==> config.mk <==
export PLATFORM = sky130hd
export DESIGN_NAME = mult_booth_seq
export DESIGN_NICKNAME = d
export VERILOG_FILES = /design/src/rtl/mult_pkg.sv /design/src/rtl/booth_recode.sv /design/src/rtl/mult_booth_seq.sv
export SDC_FILE = /design/constraint.sdc
export NUM_CORES = 1
export LEC_CHECK = 0
export ABC_AREA = 1
export CAP_MARGIN = 20
export CORE_ASPECT_RATIO = 2
export CORE_MARGIN = 2
export CORE_UTILIZATION = 38
export CTS_BUF_LIST = sky130_fd_sc_hd__clkbuf_2 sky130_fd_sc_hd__clkbuf_4 sky130_fd_sc_hd__clkbuf_8
export DETAILED_ROUTE_END_ITERATION = 8
export HOLD_SLACK_MARGIN = 0.15
export PLACE_DENSITY = 0.68
export SLEW_MARGIN = 5
export SYNTH_ARGS = -nofsm -noshare
export SYNTH_HDL_FRONTEND = slang
export SYNTH_SLANG_ARGS = --single-unit
==> constraint.sdc <==
create_clock -name clock -period 3.4 [get_ports clock]
set_clock_uncertainty 0.2 [all_clocks]
set_input_delay 0.51 -clock clock [delete_from_list [all_inputs] [get_ports clock]]
set_output_delay 0.51 -clock clock [all_outputs]
set_load 0.02 [all_outputs]
==> src/rtl/mult_pkg.sv <==
// Shared definitions for the sequential radix-2 Booth multiplier:
// FSM state encodings, Booth recode operations and default sizing.
package mult_pkg;

  localparam int WIDTH_DEF = 32;
  localparam int CNT_W_DEF = 6;

  typedef enum logic [1:0] {
    ST_IDLE = 2'b00,
    ST_RUN  = 2'b01,
    ST_DONE = 2'b10
  } state_t;

  // Indexed by {LO[0], q_m1}: 01 adds M, 10 subtracts M, 00/11 pass.
  typedef enum logic [1:0] {
    BOOTH_NOP = 2'b00,
    BOOTH_ADD = 2'b01,
    BOOTH_SUB = 2'b10
  } booth_op_t;

  function automatic booth_op_t booth_decode(input logic [1:0] bits);
    case (bits)
      2'b01:   return BOOTH_ADD;
      2'b10:   return BOOTH_SUB;
      default: return BOOTH_NOP;
    endcase
  endfunction

endpackage

==> src/rtl/booth_recode.sv <==
// Radix-2 Booth recoder: turns {LO[0], q_m1} and the multiplicand into the
// external adder's B operand and carry-in (subtract = add ~M with carry-in 1).
module booth_recode
  import mult_pkg::*;
#(
  parameter int WIDTH = WIDTH_DEF
) (
  input  logic [1:0]       code,
  input  logic [WIDTH-1:0] m,
  output logic [WIDTH-1:0] add_b,
  output logic             add_cin
);

  always_comb begin
    add_b   = '0;
    add_cin = 1'b0;
    case (booth_decode(code))
      BOOTH_ADD: add_b = m;
      BOOTH_SUB: begin
        add_b   = ~m;
        add_cin = 1'b1;
      end
      default: ;
    endcase
  end

endmodule

==> src/rtl/mult_booth_seq.sv <==
// Sequential signed WIDTHxWIDTH radix-2 Booth multiplier controller, one
// iteration per cycle, using a shared external adder for the HI accumulation.
module mult_booth_seq
  import mult_pkg::*;
#(
  parameter int WIDTH = WIDTH_DEF,
  parameter int CNT_W = CNT_W_DEF
) (
  input  logic             clock,
  input  logic             reset_n,
  input  logic             start,
  input  logic [WIDTH-1:0] op_a,
  input  logic [WIDTH-1:0] op_b,
  output logic             busy,
  output logic             result_valid,
  output logic [WIDTH-1:0] result,
  output logic             overflow,
  output logic [WIDTH-1:0] add_a,
  output logic [WIDTH-1:0] add_b,
  output logic             add_cin,
  input  logic [WIDTH-1:0] add_sum
);

  state_t           state;
  logic [WIDTH-1:0] hi;
  logic [WIDTH-1:0] lo;
  logic             q_m1;
  logic [WIDTH-1:0] m_reg;
  logic [CNT_W-1:0] count;

  logic [WIDTH-1:0] rec_b;
  logic             rec_cin;
  logic             run;
  logic             add_ovf;
  logic             sgn;

  booth_recode #(.WIDTH(WIDTH)) u_recode (
    .code    ({lo[0], q_m1}),
    .m       (m_reg),
    .add_b   (rec_b),
    .add_cin (rec_cin)
  );

  assign run     = (state == ST_RUN);
  assign add_a   = hi;
  assign add_b   = run ? rec_b : '0;
  assign add_cin = run & rec_cin;

  // The true sign of HI +/- M needs the overflow correction, otherwise the
  // arithmetic shift goes wrong for M = -2^(WIDTH-1).
  assign add_ovf = (add_a[WIDTH-1] == add_b[WIDTH-1]) &
                   (add_sum[WIDTH-1] != add_a[WIDTH-1]);
  assign sgn     = add_sum[WIDTH-1] ^ add_ovf;

  // NOTE: all state is assigned with <= so every register samples the values
  // from before the edge; blocking assigns here would chain HI into LO.
  always_ff @(posedge clock or negedge reset_n) begin
    if (!reset_n) begin
      state        <= ST_IDLE;
      hi           <= '0;
      lo           <= '0;
      q_m1         <= 1'b0;
      m_reg        <= '0;
      count        <= '0;
      busy         <= 1'b0;
      result_valid <= 1'b0;
      result       <= '0;
      overflow     <= 1'b0;
    end else begin
      result_valid <= 1'b0;
      case (state)
        ST_IDLE: begin
          if (start) begin
            m_reg <= op_a;
            hi    <= '0;
            lo    <= op_b;
            q_m1  <= 1'b0;
            count <= '0;
            busy  <= 1'b1;
            state <= ST_RUN;
          end
        end
        ST_RUN: begin
          hi    <= {sgn, add_sum[WIDTH-1:1]};
          lo    <= {add_sum[0], lo[WIDTH-1:1]};
          q_m1  <= lo[0];
          count <= count + CNT_W'(1);
          if (count == CNT_W'(WIDTH - 1)) state <= ST_DONE;
        end
        ST_DONE: begin
          result       <= lo;
          overflow     <= (hi != {WIDTH{lo[WIDTH-1]}});
          result_valid <= 1'b1;
          busy         <= 1'b0;
          state        <= ST_IDLE;
        end
        default: state <= ST_IDLE;
      endcase
    end
  end

endmodule

==> key figures <==
Status
  – Outcome: finished, final reports clean

Drt
  – Iteration-0 DRC Markers: 297
  – Antenna Nets Post-Route: 0
  – WL final: 17,300 um
  – DRC: 0
  – DRT Pass-1 Iters: 4
  – Vias per cell: 4.98
  – Routed len/inst: 16.3 um
  – DR vias: 5,289

Global route
  – First-pass GRT wire length: 27,600 um
  – Antenna violations before repair: 0
  – Tot GR Track Use: 20.9%
  – Global route total overflow: 0
  – Largest net degree at the start of global routing: 69
  – Vias in the first global route: 5,409

Worst setup path
  – FF-to-FF Start: state[0]$_DFFE_PN0P_
  – Slowest-stage cell, CP: clkdlybuf4s50_1
  – WS Path Type: register to output pin
  – Worst path cell trace: inv_1 > nand2_2 > inv_6 > o21ai_1 > a21oi_1 > clkdlybuf4s50_1
  – Startpoint Class: register
  – CP Data Required Time: 2.69 ns
  – Worst Setup SP: state[1]$_DFFE_PN0P_
  – Crit-path max cell delay: 0.62 ns
  – Crit. End Element: output pin
  – Worst EP arrival: 2.38 ns
  – Max FO, Critical Path: 41

Logic synthesis
  – Post-synth top cells: nand2_1 (169), dfrtp_1 (140), inv_1 (49)
  – Leading area contributor after synthesis: dfrtp_1
  – Sequential area share after synthesis: 58.0%
  – Synth top area share: 58.0%
  – Post-synth cell types: 26
  – Synth area leaders: dfrtp_1 (58%), nand2_1 (11%), a21oi_1 (3.6%)
  – Count leader, synth: nand2_1
  – Synth warn: 0
  – Syn Nets: 761
  – Mapped Cells: 661
  – Ys async rst share: 100%
  – Mean Syn Cell Area: 9.13 um2
  – Post-synth EDFFs: 0
  – Synthesized area: 6040 um2
  – Main synth FF type: dfrtp_1
  – Flops & latches, synth: 140

Placed design
  – Dpl ws: 0.484 ns
  – Final HPWL from detailed placement: 12,100 um
  – Gpl congestion: 0.808
  – Post-Place Cells: 1,029
  – I/O Buffers: 198

Min path
  – Min-delay worst type: register to register
  – Hold Crit Start: count[5]$_DFFE_PN0P_

Finish
  – Synthesis-to-finish area growth: 42.1%
  – Cell Count, Final, Fillers Out: 1,061
  – N_diodes: 0
  – Layout cells sized above 1: 8.37%
  – Filler cells: 1,493
  – Layout Nets: 948

Floorplan
  – Total die area: 17,000 um2
  – Core region area: 15,700 um2
  – Ports: 199
  – Num rows: 65
  – Die X: 93.1 um
  – Initial Util: 38.5%
  – Die Height: 182 um

Power
  – Max IR drop VDD: 0.587 mV
  – Leakage: 3.87 nW
  – PD cells: 979 nW/um2

Clock tree
  – Clk root buf: clkbuf_8
  – Setup Fix Bufs, Post-CTS: 0
  – CTS tree: yes
  – Clk_lat worst skew: 0.45 ns
  – Clock Sink Count: 140
  – H-tree depth: 4
  – TritonCTS Buffers: 17
  – Worst-case clock buffer depth: 2
  – Clk pin slew, worst setup/hold paths: 0.08 ns

Timing
  – Final-report hold violation count: 0
  – Fin. max-slew vios: 0
  – Final worst slack: 0.314 ns
  – Tmin final: 3.09 ns
  – Worst-Margin Slew: 0.933 ns
  – Fin Setup TNS: 0 ns
  – Fmax: 324 MHz
  – Max transition margin: 37.8%
  – Final Cycle Share: 90.8%
  – Unrepaired setup endpoints after global routing: no
  – Final setup fails: 0

Run
  – Max-cap viol count: 0
==> what timing repair did <==
item                                    CTS  global route
hold buffers                              1             0
gates cloned                              0             0
endpoints found under the hold margin    66             0
endpoints found under the setup margin    6             1
pin swaps                                 0             0
resized for setup                         1             1
==> critical path, delay by kind of cell (launching register included) <==
family                 cells  cell delay (ns)
AOI/OAI and AO/OA          2             0.26
buffers and inverters      3             1.06
and+or+nand+nor            1             0.23
DFF                        1             0.38
==> kinds of logic (layout without fill, tap and decap cells) <==
kind of cell             after synthesis  after routing  synth area share, %
AND/OR/NAND/NOR                      222            222                 14.5
AO/OA/AOI/OAI                        203            203                 20.5
flip-flops                           140            140                 58.0
buffers and inverters                 95            294                 6.80
adder cells (fa/ha/maj)                1              1                0.207
==> final timing paths <==
| kind | depth (start not counted) | endpoint | slack (ns) |
|---|---|---|---|
| setup / recovery | 6 | add_b[5] | 0.31 |
| hold / removal | 1 | state[1]$_DFFE_PN0P_ | 0.24 |
| setup reg to reg | 5 | lo[15]$_DFFE_PN0P_ | 1.14 |
| hold reg to reg | 1 | state[1]$_DFFE_PN0P_ | 0.24 |
| max in group asynchronous | 3 | result[2]$_DFFE_PN0P_ | 1.79 |
| min in group asynchronous | 2 | result[21]$_DFFE_PN0P_ | 0.43 |
==> stage by stage <==
step | instance area, um2 | utilization (%) | hold slack, ns | power (W)
finish | 8580 | 54.6 | 0.238 | 0.00839
global route | 8580 | 54.6 | 0.268 | 0.00896
global placement | 8150 | 51.9 | 0.220 | 0.00698
detailed placement | 8150 | 51.9 | 0.220 | 0.00705
CTS | 8570 | 54.6 | 0.240 | 0.00849
floorplan | 6040 | - | 0.0144 | 0.00520
==> area by class of cell <==
cell class	instances	area [um2]	share of cell area [%]
clock buffer	17	234	2.73
tap	201	251	2.93
clock inverter	14	173	2.01
inverter	54	208	2.42
multi-input combinational	426	2130	24.8
timing repair buffer	209	2080	24.3
sequential	140	3500	40.9
==> cells in the final DEF, fill, tap and decap left out, drive strengths merged, types with 6 or more instances in the layout <==
| cell | synthesis | routed |
|---|---|---|
| a21oi | 64 | 64 |
| a22o | 23 | 23 |
| buf | 24 | 11 |
| clkbuf | 17 | 17 |
| clkdlybuf4s50 | 0 | 197 |
| dfrtp | 140 | 140 |
| inv | 54 | 55 |
| nand2 | 172 | 172 |
| nor2 | 33 | 33 |
| nor3 | 6 | 6 |
| o21ai | 78 | 78 |
| o22ai | 34 | 34 |
==> routing by layer <==
layer | vias to the layer above | part of all wire [%] | track usage (%)
met2 | 150 | 55 | 38.7
li1 | 2572 | - | -
met4 | 0 | 1.7 | 7.12
met5 | - | 0 | 0
met3 | 18 | 5.0 | 5.57
met1 | 2549 | 38 | 22.4
==> power by group <==
group	leakage, nW	internal [W]	switching, W
registers	1.71	0.00237	0.000569
clock network	0.190	0.000722	0.000676
logic	1.98	0.00184	0.00221
total	3.87	0.00494	0.00345
No activity file was read; power rests on OpenSTA's default activity.
